File: src/rtl/pid_stream_driver_pkg.sv
// Shared global parameters, FSM state encodings and types for the PID stream driver.
`ifndef PID_GLOBAL_PARAMETER_SVH
`define PID_GLOBAL_PARAMETER_SVH
`define EXTENDED_SINGLE 64
`define N_WindTurbine 4
`define IDLE 3'd0
`define PRE 3'd1
`define SEND 3'd2
`define WAIT 3'd3
`define COLL 3'd4
`define DONE 3'd5
`define ERR 3'd6
`endif

package pid_stream_driver_pkg;
  localparam int unsigned DW   = `EXTENDED_SINGLE;
  localparam int unsigned N_WT = `N_WindTurbine;

  typedef enum logic [2:0] {
    S_IDLE = `IDLE,
    S_PRE  = `PRE,
    S_SEND = `SEND,
    S_WAIT = `WAIT,
    S_COLL = `COLL,
    S_DONE = `DONE,
    S_ERR  = `ERR
  } state_t;
endpackage

File: src/rtl/pid_stream_driver_burst_counter.sv
// Loadable down-counter; tc_c marks the last enabled cycle of a loaded burst.
module pid_burst_counter #(
  parameter int unsigned CW = 7
) (
  input  logic          clk,
  input  logic          rst,
  input  logic          load,
  input  logic [CW-1:0] load_val,
  input  logic          en,
  output logic          tc_c
);
  logic [CW-1:0] cnt_q, cnt_d;

  always_comb begin
    cnt_d = cnt_q;
    if (load) begin
      cnt_d = load_val;
    end else if (en && (cnt_q != '0)) begin
      cnt_d = cnt_q - CW'(1);
    end
  end

  always_ff @(posedge clk or posedge rst) begin
    if (rst) cnt_q <= '0;
    else     cnt_q <= cnt_d;
  end

  assign tc_c = en && (cnt_q == CW'(1));
endmodule

File: src/rtl/pid_stream_driver.sv
// Per-step strobe sequencer: streams N_CH source samples into the PID stage
// and collects its N_CH outputs into the result memory.
module pid_stream_driver
  import pid_stream_driver_pkg::*;
#(
  parameter int unsigned N_CH      = N_WT,
  parameter int unsigned READ_LEAD = 10,
  parameter int unsigned STAGE_LAT = 20,
  parameter int unsigned TIMEOUT   = 64,
  parameter int unsigned AW        = 6
) (
  input  logic          clk,
  input  logic          rst,
  input  logic          step_req,
  input  logic          init_req,
  output logic          src_rd,
  output logic [AW-1:0] src_addr,
  input  logic [DW-1:0] src_data,
  output logic          done_read,
  output logic          sta,
  output logic          control_valuation_sig,
  output logic [DW-1:0] x,
  input  logic          done_sig,
  input  logic [DW-1:0] y,
  output logic          res_we,
  output logic [AW-1:0] res_addr,
  output logic [DW-1:0] res_data,
  output logic          busy,
  output logic          step_done,
  output logic          err_timeout
);
  localparam int unsigned CW = AW + 1;
  // A stage answering at its nominal latency must never be timed out.
  localparam int unsigned TMO_LOAD = (TIMEOUT > STAGE_LAT) ? TIMEOUT : STAGE_LAT + 1;

  state_t        state_q, state_d;
  logic          done_read_q, done_read_d;
  logic          sta_q, sta_d;
  logic          cvs_q, cvs_d;
  logic          src_rd_q, src_rd_d;
  logic [AW-1:0] src_addr_q, src_addr_d;
  logic [DW-1:0] x_q, x_d;
  logic          res_we_q, res_we_d;
  logic [AW-1:0] res_addr_q, res_addr_d;
  logic          busy_q, busy_d;
  logic          step_done_q, step_done_d;
  logic          err_q, err_d;
  logic          init_pend_q, init_pend_d;
  logic          init_snap_q, init_snap_d;

  logic lead_ld, lead_en, lead_tc;
  logic send_ld, send_en, send_tc;
  logic tmo_ld, tmo_en, tmo_tc;
  logic coll_ld, coll_en, coll_tc;

  pid_burst_counter #(.CW(CW)) u_lead_cnt (
    .clk(clk), .rst(rst), .load(lead_ld), .load_val(CW'(READ_LEAD)), .en(lead_en), .tc_c(lead_tc)
  );
  pid_burst_counter #(.CW(CW)) u_send_cnt (
    .clk(clk), .rst(rst), .load(send_ld), .load_val(CW'(N_CH)), .en(send_en), .tc_c(send_tc)
  );
  pid_burst_counter #(.CW(CW)) u_tmo_cnt (
    .clk(clk), .rst(rst), .load(tmo_ld), .load_val(CW'(TMO_LOAD)), .en(tmo_en), .tc_c(tmo_tc)
  );
  pid_burst_counter #(.CW(CW)) u_coll_cnt (
    .clk(clk), .rst(rst), .load(coll_ld), .load_val(CW'(N_CH)), .en(coll_en), .tc_c(coll_tc)
  );

  always_comb begin
    state_d     = state_q;
    done_read_d = 1'b0;
    sta_d       = 1'b0;
    src_rd_d    = 1'b0;
    src_addr_d  = '0;
    res_we_d    = 1'b0;
    res_addr_d  = '0;
    step_done_d = 1'b0;
    err_d       = 1'b0;
    init_pend_d = init_pend_q;
    init_snap_d = init_snap_q;
    lead_ld     = 1'b0;
    send_ld     = 1'b0;
    tmo_ld      = 1'b0;
    coll_ld     = 1'b0;
    lead_en     = (state_q == S_PRE);
    send_en     = (state_q == S_SEND);
    tmo_en      = (state_q == S_SEND) || (state_q == S_WAIT);
    coll_en     = (state_q == S_COLL);
    // Marker stays up until the last streamed sample has left x.
    cvs_d       = cvs_q & src_rd_q;
    x_d         = src_rd_q ? src_data : '0;

    case (state_q)
      S_IDLE: begin
        if (step_req) begin
          state_d     = S_PRE;
          done_read_d = 1'b1;
          lead_ld     = 1'b1;
          init_snap_d = init_pend_q | init_req;
        end
      end
      S_PRE: begin
        if (lead_tc) begin
          state_d     = S_SEND;
          sta_d       = 1'b1;
          src_rd_d    = 1'b1;
          send_ld     = 1'b1;
          tmo_ld      = 1'b1;
          cvs_d       = init_pend_q;
          init_pend_d = 1'b0;
        end
      end
      S_SEND: begin
        if (!send_tc) begin
          src_rd_d   = 1'b1;
          src_addr_d = src_addr_q + AW'(1);
        end else if (done_sig) begin
          state_d  = S_COLL;
          res_we_d = 1'b1;
          coll_ld  = 1'b1;
        end else begin
          state_d = S_WAIT;
        end
      end
      S_WAIT: begin
        if (done_sig) begin
          state_d  = S_COLL;
          res_we_d = 1'b1;
          coll_ld  = 1'b1;
        end else if (tmo_tc) begin
          state_d     = S_ERR;
          err_d       = 1'b1;
          init_pend_d = init_pend_q | init_snap_q;
        end
      end
      S_COLL: begin
        if (coll_tc) begin
          state_d     = S_DONE;
          step_done_d = 1'b1;
        end else begin
          res_we_d   = 1'b1;
          res_addr_d = res_addr_q + AW'(1);
        end
      end
      S_DONE:  state_d = S_IDLE;
      S_ERR:   state_d = S_IDLE;
      default: state_d = S_IDLE;
    endcase

    if (init_req) init_pend_d = 1'b1;
    busy_d = (state_d != S_IDLE);
  end

  always_ff @(posedge clk or posedge rst) begin
    if (rst) begin
      state_q     <= S_IDLE;
      done_read_q <= 1'b0;
      sta_q       <= 1'b0;
      cvs_q       <= 1'b0;
      src_rd_q    <= 1'b0;
      src_addr_q  <= '0;
      x_q         <= '0;
      res_we_q    <= 1'b0;
      res_addr_q  <= '0;
      busy_q      <= 1'b0;
      step_done_q <= 1'b0;
      err_q       <= 1'b0;
      init_pend_q <= 1'b1;
      init_snap_q <= 1'b1;
    end else begin
      state_q     <= state_d;
      done_read_q <= done_read_d;
      sta_q       <= sta_d;
      cvs_q       <= cvs_d;
      src_rd_q    <= src_rd_d;
      src_addr_q  <= src_addr_d;
      x_q         <= x_d;
      res_we_q    <= res_we_d;
      res_addr_q  <= res_addr_d;
      busy_q      <= busy_d;
      step_done_q <= step_done_d;
      err_q       <= err_d;
      init_pend_q <= init_pend_d;
      init_snap_q <= init_snap_d;
    end
  end

  assign done_read             = done_read_q;
  assign sta                   = sta_q;
  assign control_valuation_sig = cvs_q;
  assign src_rd                = src_rd_q;
  assign src_addr              = src_addr_q;
  assign x                     = x_q;
  assign res_we                = res_we_q;
  assign res_addr              = res_addr_q;
  // y arrives in the write cycle itself, so data is forwarded under the registered enable.
  assign res_data              = res_we_q ? y : '0;
  assign busy                  = busy_q;
  assign step_done             = step_done_q;
  assign err_timeout           = err_q;
endmodule

File: config.mk
export PLATFORM = sky130hd
export DESIGN_NAME = pid_stream_driver
export DESIGN_NICKNAME = d
export VERILOG_FILES = /design/src/rtl/pid_stream_driver_pkg.sv /design/src/rtl/pid_stream_driver_burst_counter.sv /design/src/rtl/pid_stream_driver.sv
export SDC_FILE = /design/constraint.sdc
export NUM_CORES = 1
export LEC_CHECK = 0
export CORE_MARGIN = 2
export CORE_UTILIZATION = 42
export DETAILED_ROUTE_END_ITERATION = 8
export PLACE_DENSITY = 0.91
export SYNTH_ARGS = -nofsm -noshare
export SYNTH_HDL_FRONTEND = slang
export SYNTH_SLANG_ARGS = --single-unit
File: constraint.sdc
create_clock -name clk -period 6.5 [get_ports clk]
set_input_delay 1.3 -clock clk [delete_from_list [all_inputs] [get_ports clk]]
set_output_delay 1.3 -clock clk [all_outputs]
set_load 0.01 [all_outputs]
# Word level (Yosys, flattened, before mapping)
# Index checks and enable logic that the tools add are counted.
[totals]
register_bits = 117
out_inout_bits = 148
[op_classes]
addsub = 6
eq_ne = 11
mux = 45
bitwise_logic = 3
reduce_logical = 22
[ops]
columns = ["op", "count"]
rows = [
  ["2-to-1 mux 64 bit", 2],
  ["2-to-1 mux 7 bit", 8],
  ["== test 7 x 1 -> 1 bit, second input constant", 4],
  ["nonzero test 7 bit", 4],
  ["subtractor 7 x 1 -> 7 bit, second input constant", 4],
  ["2-to-1 mux 6 bit", 4],
  ["2-to-1 mux 3 bit", 7],
  ["2-to-1 mux 1 bit", 19],
  ["one-hot mux 3 bit (5 select lines)", 1],
  ["adder 6 x 1 -> 6 bit, second input constant", 2],
  ["!= test 3 bit, second input constant", 3],
  ["logical AND 1 bit", 8],
  ["nonzero test 2 bit", 4],
  ["== test 3 x 2 -> 1 bit, second input constant", 2],
  ["one-hot mux 1 bit (2 select lines)", 3],
  ["nonzero test 3 bit", 2],
  ["AND reduction 4 bit", 1],
  ["== test 3 x 1 -> 1 bit, second input constant", 1],
  ["== test 3 bit, second input constant", 1],
  ["logical NOT 3 bit", 1],
  ["one-hot mux 1 bit (3 select lines)", 1],
  ["bitwise OR 1 bit", 2],
  ["AND reduction 2 bit", 1],
  ["AND 1 bit", 1],
  ["logical OR 1 bit", 1],
]

# Depth between registers and ports, before layout
# Gate-level depths: netlist (run 1).
[logic_depth]
ltp_word = 7
mapped_depth = 6
ltp_nobuf = 6

# Hierarchy
# From an unflattened synthesis (run 1), not the netlist that was laid out.
[hier_totals]
hier_cells = 528
area_unflattened_um2 = 5353.9
[by_module_without_submodules]
columns = ["module", "instances", "cells_per_inst", "area_each_um2", "seq_area_each_um2"]
rows = [
  ["pid_stream_driver", 1, 308, 3522.1, 2229.6],
  ["pid_burst_counter", 4, 55, 457.9, 175.2],
]

# Worst setup path after synthesis (run 1)
# No wires, ideal clock.
[synth_timing]
path_kind = "input-to-output"
startpoint = "input y[0]"
endpoint = "output res_data[0]"
arrival_ps = 1465
slack_ps = 3735
stages = 1
cell_sequence = "and2_1"
[synth_between]
elab_chain_cells = 1
[synth_rtl]
columns = ["element", "line_no", "source"]
rows = [
  ["start: declaration", "pid_stream_driver.sv:24", "input logic [DW-1:0] y,"],
  ["2-to-1 mux 64 bit", "pid_stream_driver.sv:197", "assign res_data = res_we_q ? y : '0;"],
  ["end: declaration", "pid_stream_driver.sv:27", "output logic [DW-1:0] res_data,"],
]
# No other way between the ends.

# Worst setup path after layout (run 1)
[layout_timing]
startpoint = "input y[61]"
endpoint = "output res_data[61]"
# Same word-level chain as after synthesis.

==> results of run 1 <==
worst max-delay path, cell delays in order:
cell	delay [ns]
clkdlybuf4s50_1	0.54
and2_1	0.15
clkdlybuf4s50_1	0.54
through the flow:
step | utilization (%) | area, um2 | setup WS [ns]
after floorplan | - | 5170 | 2.103
after global placement | 67.41 | 8097 | 2.629
after detailed placement | 67.41 | 8097 | 2.627
after CTS | 71.85 | 8631 | 2.627
after global routing | 72.13 | 8663 | 2.639
final | 72.13 | 8663 | 2.663
per-layer routing:
metal / global-route usage (%) / wire (um) / part of all wire [%] / up-vias
met5: 0 / 0 / 0 / -
met4: 11.41 / 537 / 3.4 / 0
met3: 8.909 / 1446 / 9.1 / 34
met2: 46.16 / 8683 / 54 / 223
met1: 23.39 / 5290 / 33 / 2151
li1: - / - / - / 2097
sequential cells by signal, summed over array words and instances, names as in the netlist, 3 cells and up:
register and count:
res_addr 6, src_addr 6, state_q 3, u_coll_cnt.cnt_q 7, u_lead_cnt.cnt_q 7, u_send_cnt.cnt_q 7
u_tmo_cnt.cnt_q 7, x 64
layout make-up:
cell class,instances,share of cell area (%)
diodes,2,0.05777
well taps,147,2.123
clock buffers,21,5.546
multi-input cells,317,24.35
clock inverters,8,0.6210
inverters,14,0.6355
repair buffers,283,32.84
flip-flops and latches,117,33.82
how the worst min path moves through the flow:
stage                                            to  cells after the start  slack [ns]
floorplan           control_valuation_sig$_DFF_PP0_                      2        0.48
global placement              src_addr[0]$_DFF_PP0_                      1        0.49
detailed placement  control_valuation_sig$_DFF_PP0_                      2        0.50
CTS                           src_addr[0]$_DFF_PP0_                      1        0.49
global route                  src_addr[0]$_DFF_PP0_                      1        0.51
finish                        src_addr[0]$_DFF_PP0_                      1        0.49
power by group through the flow:
stage	Sequential [mW]	Combinational, mW	Clock (mW)
6_report	1.02	0.961	0.825
5_1_grt	1.04	1.06	0.869
4_1_cts	1.03	0.948	0.838
3_5_place_dp	1.03	0.938	0
3_3_place_gp	1.02	0.903	0
2_1_floorplan	1.01	0.497	0
kinds of logic after synthesis:
family | Yosys count | synth area share (%)
AO/OA/AOI/OAI | 36 | 5.445
buffers and inverters | 33 | 2.517
XOR/XNOR | 27 | 4.574
flip-flops | 117 | 56.68
multiplexers | 3 | 0.6050
AND/OR/NAND/NOR | 237 | 26.79
adder cells (fa/ha/maj) | 14 | 3.388
layout by cell type, fill, tap and decap left out, types with 3 or more instances in the layout:
master / Yosys / routed
clkbuf_16: 0 / 17
xnor2_1: 13 / 13
nand4_1: 3 / 3
nor2_1: 46 / 46
clkbuf_8: 0 / 4
dfrtp_1: 115 / 115
nor3b_2: 3 / 3
and2_1: 128 / 128
o2111ai_1: 4 / 4
clkinv_4: 0 / 3
ha_1: 14 / 14
or4_1: 4 / 4
xor2_1: 14 / 14
o21ai_0: 4 / 4
inv_1: 14 / 13
nor3_1: 6 / 6
nand3_1: 7 / 7
a21oi_1: 5 / 5
nand2_1: 13 / 13
nand2b_1: 8 / 8
o211ai_1: 6 / 6
nand3b_1: 5 / 5
nor4_1: 3 / 3
clkinv_2: 0 / 4
clkdlybuf4s50_1: 0 / 280
==> metrics.yaml, run 1 <==
outcome:
  status: "finished, final reports clean"
synth:
  syn_nets: 614
  synth_area_per_cell_um2: 11.07
  synth-seq-cells: 117
  yosys-top-cells-count: "128 x and2_1, 115 x dfrtp_1, 46 x nor2_1"
  synth_edf_count: 0
  synth_area_leader_cell: "dfrtp_1"
  syn-instance-count: 467
  post-synth-top-count-cell: "and2_1"
  yosysSeqAreaShare_pct: 56.68
  synth_async_sr_flop_share_pct: 100.0
  synth_top_flop_cell: "dfrtp_1"
  yosys_warnings: 0
  yosysUniqueCellTypes: 48
  yosys.area.top_type_share_pct: 55.66
  mappedNetlistArea_um2: 5170
  synthTopCellsByArea: "dfrtp_1 56%, and2_1 15%, ha_1 3.4%"
detailed_routing:
  vias: 4505
  drt-total-wl_mm: 15.96
  avgRoutedWirePerCell_um: 17.55
  drc: 0
  drtPass1Iterations: 4
  drt-initial-drc-count: 184
  via_per_inst: 4.956
  antenna_left: 0
critical_path:
  endpoint: "res_data[61]"
  endpoint_kind: "primary output"
  crit_start: "y[61]"
  cp.arrival_ns: 2.54
  r2r_cells: 5
  ff2ff_setup_slack_ns: 4.13
  worstPathRequired_ns: 5.20
  r2r-start: "u_lead_cnt.cnt_q[2]$_DFFE_PP0P_"
  worstPathMaxFanout: 1
  worst_setup_path_start_kind: "primary input"
  reg2reg_to: "busy$_DFF_PP0_"
  critPathKind: "in -> out"
pwr:
  ir_drop_uv: 248.6
  finalPower_mw: 2.803
  p_clk_share_pct: 29.4
  power.internal_mw: 1.910
  p_seq_share_pct: 36.3
  switching_share_pct: 31.86
  switchingPower_uw: 893.2
  power_density_nw_per_um2: 323.6
  p_leak_nw: 3.801
  comb_power_share_pct: 34.3
worst_hold_path:
  worstHoldPathType: "reg -> reg"
  hp-start: "src_addr[0]$_DFF_PP0_"
clock_tree:
  clockBufferDepth: 2
  cts_tree: "built"
  cts_htree_levels: 4
  hold_buffers: 0
  clkSlewWorstSetupHoldPaths_ns: 0.05
  cts_setup_buffers: 0
  root_buffer: "clkbuf_16"
  cts.sinks: 117
  cts_resized: 0
  clk_latency_ns: 0.40
  cts_buffers: 17
cells_and_area:
  fillers: 805
  fin_nets: 897
  stdcell_count: 909
  register_area_um2: 2930
  drive_above_1_share_pct: 6.316
  area_delta_synth_final_pct: 67.57
  multi_input_area_um2: 2110
sta:
  finalSetupTns_ns: 0
  fmax_mhz: 260.6
  finalHoldViolCount: 0
  finalSetupViolCount: 0
  skew_ns: 0.007859
  slew_headroom_pct: 32.89
  slew_violations: 0
  layout_min_cycle_time_ns: 3.837
  worst_pin_slew_ns: 1.007
  whs_ns: 0.4890
  finalCritPeriodShare_pct: 59.03
  rsz0062_at_grt: "no"
global_routing:
  grt_max_degree: 84
  grt_antenna_before_repair: 2
  overflow: 0
  grt_pass1_vias: 4726
  grt_pass1_wl_mm: 24.21
  grt.total_usage_pct: 24.44
placement:
  place_hpwl_mm: 12.20
  port_buffers: 280
  place_inst: 877
  place_congestion: 0.8489
floorplan:
  start_util_pct: 43.04
  die_area_um2: 13210
  top_level_ports: 281
  die_h_um: 114.9
  rows: 40
  die_w_um: 114.9
  fp.coreArea_um2: 12010
job:
  maxCapViolCount: 0
(Power assumes the default switching activity.)
==> run 2: changes to the inputs <==
--- a/config.mk
+++ b/config.mk
@@ -6,9 +6,9 @@
 export NUM_CORES = 1
 export LEC_CHECK = 0
 export CORE_MARGIN = 2
-export CORE_UTILIZATION = 42
+export CORE_UTILIZATION = 39
 export DETAILED_ROUTE_END_ITERATION = 8
-export PLACE_DENSITY = 0.91
+export PLACE_DENSITY = 0.85
 export SYNTH_ARGS = -nofsm -noshare
 export SYNTH_HDL_FRONTEND = slang
 export SYNTH_SLANG_ARGS = --single-unit
==> constraint.sdc (replaced) <==
create_clock -name clk -period 4 [get_ports clk]
set_input_delay 0.8 -clock clk [delete_from_list [all_inputs] [get_ports clk]]
set_output_delay 0.8 -clock clk [all_outputs]
set_load 0.01 [all_outputs]
==> metrics.yaml, run 2 (synthesis results as in run 1) <==
floorplan:
  die_area_um2: 14190  # +7.4%
  die_w_um: 119.1  # +3.6%
  start_util_pct: 39.51  # -3.5 points
  top_level_ports: 281  # unchanged
  die_h_um: 119.1  # +3.6%
  rows: 42  # +5.0%
  fp.coreArea_um2: 13090  # +8.9%
sta:
  finalHoldViolCount: 0  # unchanged
  worst_pin_slew_ns: 0.8516  # -0.1551 ns
  finalCritPeriodShare_pct: 68.57
  finalSetupViolCount: 0  # unchanged
  skew_ns: 0.006536  # -0.001323 ns
  layout_min_cycle_time_ns: 2.743
  fmax_mhz: 364.6
  rsz0062_at_grt: "no"
  slew_headroom_pct: 43.23  # +10 points
  finalSetupTns_ns: 0  # unchanged
  slew_violations: 0  # unchanged
pwr:
  p_leak_nw: 3.801  # about the same
  ir_drop_uv: 329.1  # +32%
  power_density_nw_per_um2: 531.2  # +64%
critical_path:
  worstPathMaxFanout: 1  # unchanged
  worstPathRequired_ns: 3.20  # -2.00 ns
  crit_slowest_cell: "clkdlybuf4s50_1"
  path_cells: "clkdlybuf4s50_1 > and2_1 > clkdlybuf4s50_1"
  endpoint_kind: "primary output"
  critPathMaxStageDelay_ns: 0.54  # about the same
  critPathKind: "in -> out"
  cp_common_cell: "clkdlybuf4s50_1"
  cp.arrival_ns: 1.94  # -0.60 ns
  worst_setup_path_start_kind: "primary input"
clock_tree:
  clockBufferDepth: 2  # unchanged
  cts_buffers: 17  # unchanged
  clk_latency_ns: 0.41  # about the same
  root_buffer: "clkbuf_16"
  clkSlewWorstSetupHoldPaths_ns: 0.06  # about the same
  cts_htree_levels: 4  # unchanged
  cts_resized: 0  # unchanged
  cts_tree: "built"
  hold_buffers: 0  # unchanged
  cts_setup_buffers: 0  # unchanged
  cts.sinks: 117  # unchanged
global_routing:
  grt_pass1_wl_mm: 23.42  # -3.3%
  grt_antenna_before_repair: 4  # +2
  grt_pass1_vias: 4690  # -0.76%
  overflow: 0  # unchanged
  grt.total_usage_pct: 21.51  # -2.9 points
  grt_max_degree: 68  # -19%
detailed_routing:
  antenna_left: 0  # unchanged
  drtPass1Iterations: 4  # unchanged
  vias: 4512  # +0.16%
  drt-initial-drc-count: 167  # -9.2%
  drt-total-wl_mm: 15.15  # -5.0%
  via_per_inst: 4.780  # -3.6%
  drc: 0  # unchanged
  avgRoutedWirePerCell_um: 16.05  # -8.6%
cells_and_area:
  drive_above_1_share_pct: 6.553  # +0.24 points
  stdcell_area_um2: 8736  # +0.84%
  fin_nets: 897  # unchanged
  largest_reg_flops: 64  # unchanged
  final_common_cell: "clkdlybuf4s50_1"
  layout_common_cells: "280 x clkdlybuf4s50_1, 128 x and2_1, 115 x dfrtp_1"
  area_delta_synth_final_pct: 68.97
placement:
  place_hpwl_mm: 11.89  # -2.5%
  placed_area_um2: 8153  # +0.70%
  port_buffers: 280  # unchanged
  place_congestion: 0.8636  # +1.7%
outcome:
  status: "finished, final reports clean"
worst_hold_path:
  worstHoldPathType: "reg -> reg"
job:
  maxCapViolCount: 0  # unchanged
## run 2: area by class of cell
type | instances | area (um2)
fill | 935 | 4349
clock inverter | 14 | 141.4
sequential | 117 | 2930
inverter | 14 | 55.05
timing repair buffer | 283 | 2838
multi-input combinational | 317 | 2110
tap | 176 | 220.2
antenna | 5 | 12.51
clock buffer | 18 | 429.2
## run 2: path summary, 6_finish.rpt
check	start	endpoint	slack (ns)	cells after the start
hold / removal	res_addr[0]$_DFF_PP0_	res_addr[0]$_DFF_PP0_	0.50	1
max in group asynchronous	rst	init_snap_q$_DFFE_PP1P_	2.26	3
min in group asynchronous	rst	x[21]$_DFF_PP0_	0.90	2
setup reg to reg	u_lead_cnt.cnt_q[2]$_DFFE_PP0P_	busy$_DFF_PP0_	1.85	5
hold reg to reg	res_addr[0]$_DFF_PP0_	res_addr[0]$_DFF_PP0_	0.50	1
setup / recovery	y[25]	res_data[25]	1.26	3
## run 2: per-stage QoR
stage / util, % / power (mW) / instances / hold WS [ns] / worst slack (ns)
2_1_floorplan: - / 2.456 / 467 / 0.4757 / 0.1025
3_3_place_gp: 62.31 / 3.133 / 907 / 0.4731 / 1.258
3_5_place_dp: 62.31 / 3.208 / 907 / 0.4873 / 1.254
4_1_cts: 66.67 / 4.688 / 939 / 0.4951 / 1.254
5_1_grt: 66.74 / 4.902 / 943 / 0.5100 / 1.196
6_report: 66.76 / 4.641 / 944 / 0.4982 / 1.257
## run 2: routing by layer
metal	global-route usage (%)	part of all wire, %	up-vias
met3	9.052	10	20
met5	0	0	-
met2	41.56	55	218
li1	-	-	2098
met1	19.30	33	2176
met4	8.929	2.5	0
## run 2: critical path: cells and delay by family
kind | cells | cell delay (ns)
buffers and inverters | 2 | 1.01
and+or+nand+nor | 1 | 0.13
## run 2: where the power goes
part | switching [mW] | total, mW | internal (mW)
logic | 0.737 | 1.56 | 0.823
clock network | 0.579 | 1.45 | 0.871
registers | 0.202 | 1.63 | 1.43
total | 1.52 | 4.64 | 3.12
==> run 3: changes to the inputs <==
==> constraint.sdc (replaced) <==
create_clock -name clk -period 2.6 [get_ports clk]
set_input_delay 0.52 -clock clk [delete_from_list [all_inputs] [get_ports clk]]
set_output_delay 0.52 -clock clk [all_outputs]
set_load 0.01 [all_outputs]
==> metrics.yaml, run 3 (synthesis results as in run 1) <==
cells_and_area:
  area_delta_synth_final_pct: 69.39
  n_antenna_cell: 0  # -5
  final_core_util_pct: 66.92  # +0.16 points
  layout_common_cells: "280 x clkdlybuf4s50_1, 128 x and2_1, 115 x dfrtp_1"
  final_common_cell: "clkdlybuf4s50_1"
  fillers: 941  # +0.64%
  multi_input_area_um2: 2110  # unchanged
  fin_nets: 900  # +0.33%
  largest_reg_flops: 64  # unchanged
  register_area_um2: 2930  # unchanged
  stdcell_area_um2: 8757  # +0.24%
  drive_above_1_share_pct: 6.919  # +0.37 points
global_routing:
  grt_pass1_vias: 4558  # -2.8%
  grt.total_usage_pct: 22.27  # +0.76 points
  grt_antenna_before_repair: 0  # -4
  grt_max_degree: 66  # -2.9%
  overflow: 0  # unchanged
  grt_pass1_wl_mm: 24.14  # +3.1%
sta:
  slew_headroom_pct: 56.23  # +13 points
  setup_ws_ns: 0.2249  # -1.032 ns
  finalSetupTns_ns: 0  # unchanged
  finalSetupViolCount: 0  # unchanged
  worst_pin_slew_ns: 0.6505  # -0.2010 ns
  slew_violations: 0  # unchanged
  rsz0062_at_grt: "no"
  fmax_mhz: 421.0
  layout_min_cycle_time_ns: 2.375
  finalHoldViolCount: 0  # unchanged
  skew_ns: 0.006441  # -0.00009487 ns
  finalCritPeriodShare_pct: 91.35
detailed_routing:
  vias: 4494  # -0.40%
  antenna_left: 0  # unchanged
  drc: 0  # unchanged
  avgRoutedWirePerCell_um: 16.40  # +2.2%
  drt-total-wl_mm: 15.45  # +1.9%
  drt-initial-drc-count: 166  # -0.60%
  drtPass1Iterations: 4  # unchanged
  via_per_inst: 4.771  # -0.19%
critical_path:
  critPathKind: "reg -> out"
  endpoint_kind: "primary output"
  crit_family: "buffers and inverters"
  worst_setup_path_start_kind: "register"
  critPathMaxStageDelay_ns: 0.57  # +0.03 ns
  path_cells: "buf_4 > and2_1 > clkdlybuf4s50_1"
  ff2ff_setup_slack_ns: 0.62  # -1.23 ns
  worstPathMaxFanout: 65  # +64
  cp.arrival_ns: 1.86  # -0.08 ns
  worstPathRequired_ns: 2.08  # -1.12 ns
  crit_slowest_cell: "clkdlybuf4s50_1"
  crit_buf_inv: 2  # unchanged
pwr:
  finalPower_mw: 7.213  # +55%
  p_leak_nw: 3.826  # +0.65%
  ir_drop_uv: 507.5  # +54%
  power_density_nw_per_um2: 823.6  # +55%
floorplan:
  fp.coreArea_um2: 13090  # unchanged
  die_h_um: 119.1  # unchanged
  die_area_um2: 14190  # unchanged
  die_w_um: 119.1  # unchanged
  start_util_pct: 39.51  # unchanged
  rows: 42  # unchanged
  top_level_ports: 281  # unchanged
clock_tree:
  cts_setup_buffers: 0  # unchanged
  clk_latency_ns: 0.41  # about the same
  cts_tree: "built"
  cts_htree_levels: 4  # unchanged
  cts_resized: 0  # unchanged
  root_buffer: "clkbuf_16"
  clkSlewWorstSetupHoldPaths_ns: 0.06  # about the same
  cts_buffers: 17  # unchanged
  cts.sinks: 117  # unchanged
  clockBufferDepth: 2  # unchanged
  hold_buffers: 0  # unchanged
placement:
  port_buffers: 280  # unchanged
  place_congestion: 0.8875  # +2.8%
  placed_area_um2: 8177  # +0.29%
  place_ws_ns: 0.4099  # -0.8440 ns
  place_hpwl_mm: 11.88  # -0.11%
job:
  maxCapViolCount: 0  # unchanged
outcome:
  status: "finished, final reports clean"
worst_hold_path:
  worstHoldPathType: "in -> async"
-- run 3: cell types whose count changed in the layout (fill, tap and decap cells not counted), moves of 2 or more --
cell      delta
inv_6        -3
clkinv_4     +2
clkinv_2     +3
buf_4        +3
diode_2      -5
-- run 3: through the flow --
| stage | instances | hold slack [ns] |
|---|---|---|
| 6_report | 942 | 0.4427 |
| 5_1_grt | 942 | 0.4677 |
| 4_1_cts | 942 | 0.4441 |
| 3_5_place_dp | 910 | 0.4948 |
| 3_3_place_gp | 910 | 0.4857 |
| 2_1_floorplan | 467 | 0.4757 |
-- run 3: area by class of cell --
class	count	area share [%]
multi-input cells	317	24.09
inverters	14	0.6429
repair buffers	286	32.66
well taps	176	2.515
clock inverters	14	1.729
clock buffers	18	4.901
flip-flops and latches	117	33.46
-- run 3: path summary, 6_finish.rpt --
| kind | end | cells past startpoint | start |
|---|---|---|---|
| max reg2reg | u_tmo_cnt.cnt_q[5]$_DFFE_PP0P_ | 5 | state_q[0]$_DFF_PP0_ |
| min | x[50]$_DFF_PP0_ | 2 | rst |
| max in group asynchronous | u_send_cnt.cnt_q[5]$_DFFE_PP0P_ | 3 | rst |
| max | res_data[16] | 3 | res_we$_DFF_PP0_ |
| min in group clk | src_addr[0]$_DFF_PP0_ | 1 | src_addr[0]$_DFF_PP0_ |
| min reg2reg | src_addr[0]$_DFF_PP0_ | 1 | src_addr[0]$_DFF_PP0_ |
-- run 3: metal layers --
layer	global-route usage (%)	vias to the layer above	part of all wire (%)	wire length, um
met5	0	-	0	0
met4	9.524	0	3.1	485
met3	9.004	36	9.7	1496
met2	40.98	232	53	8248
met1	21.88	2124	34	5216
li1	-	2102	-	-
-- run 3: worst register-to-register path, stage by stage (launching register included) --
cell and delay, ns:
dfrtp_1 0.55, nor3b_2 0.43, nand4_1 0.36, inv_1 0.22
buf_4 0.23, nor2_1 0.08
-- run 3: power by group --
group	switching (mW)	internal [mW]	total (mW)	leakage (nW)
Clock	0.857	1.42	2.28	0.281
Sequential	0.314	2.20	2.51	1.57
Combinational	1.16	1.27	2.42	1.97
Total	2.33	4.88	7.21	3.83
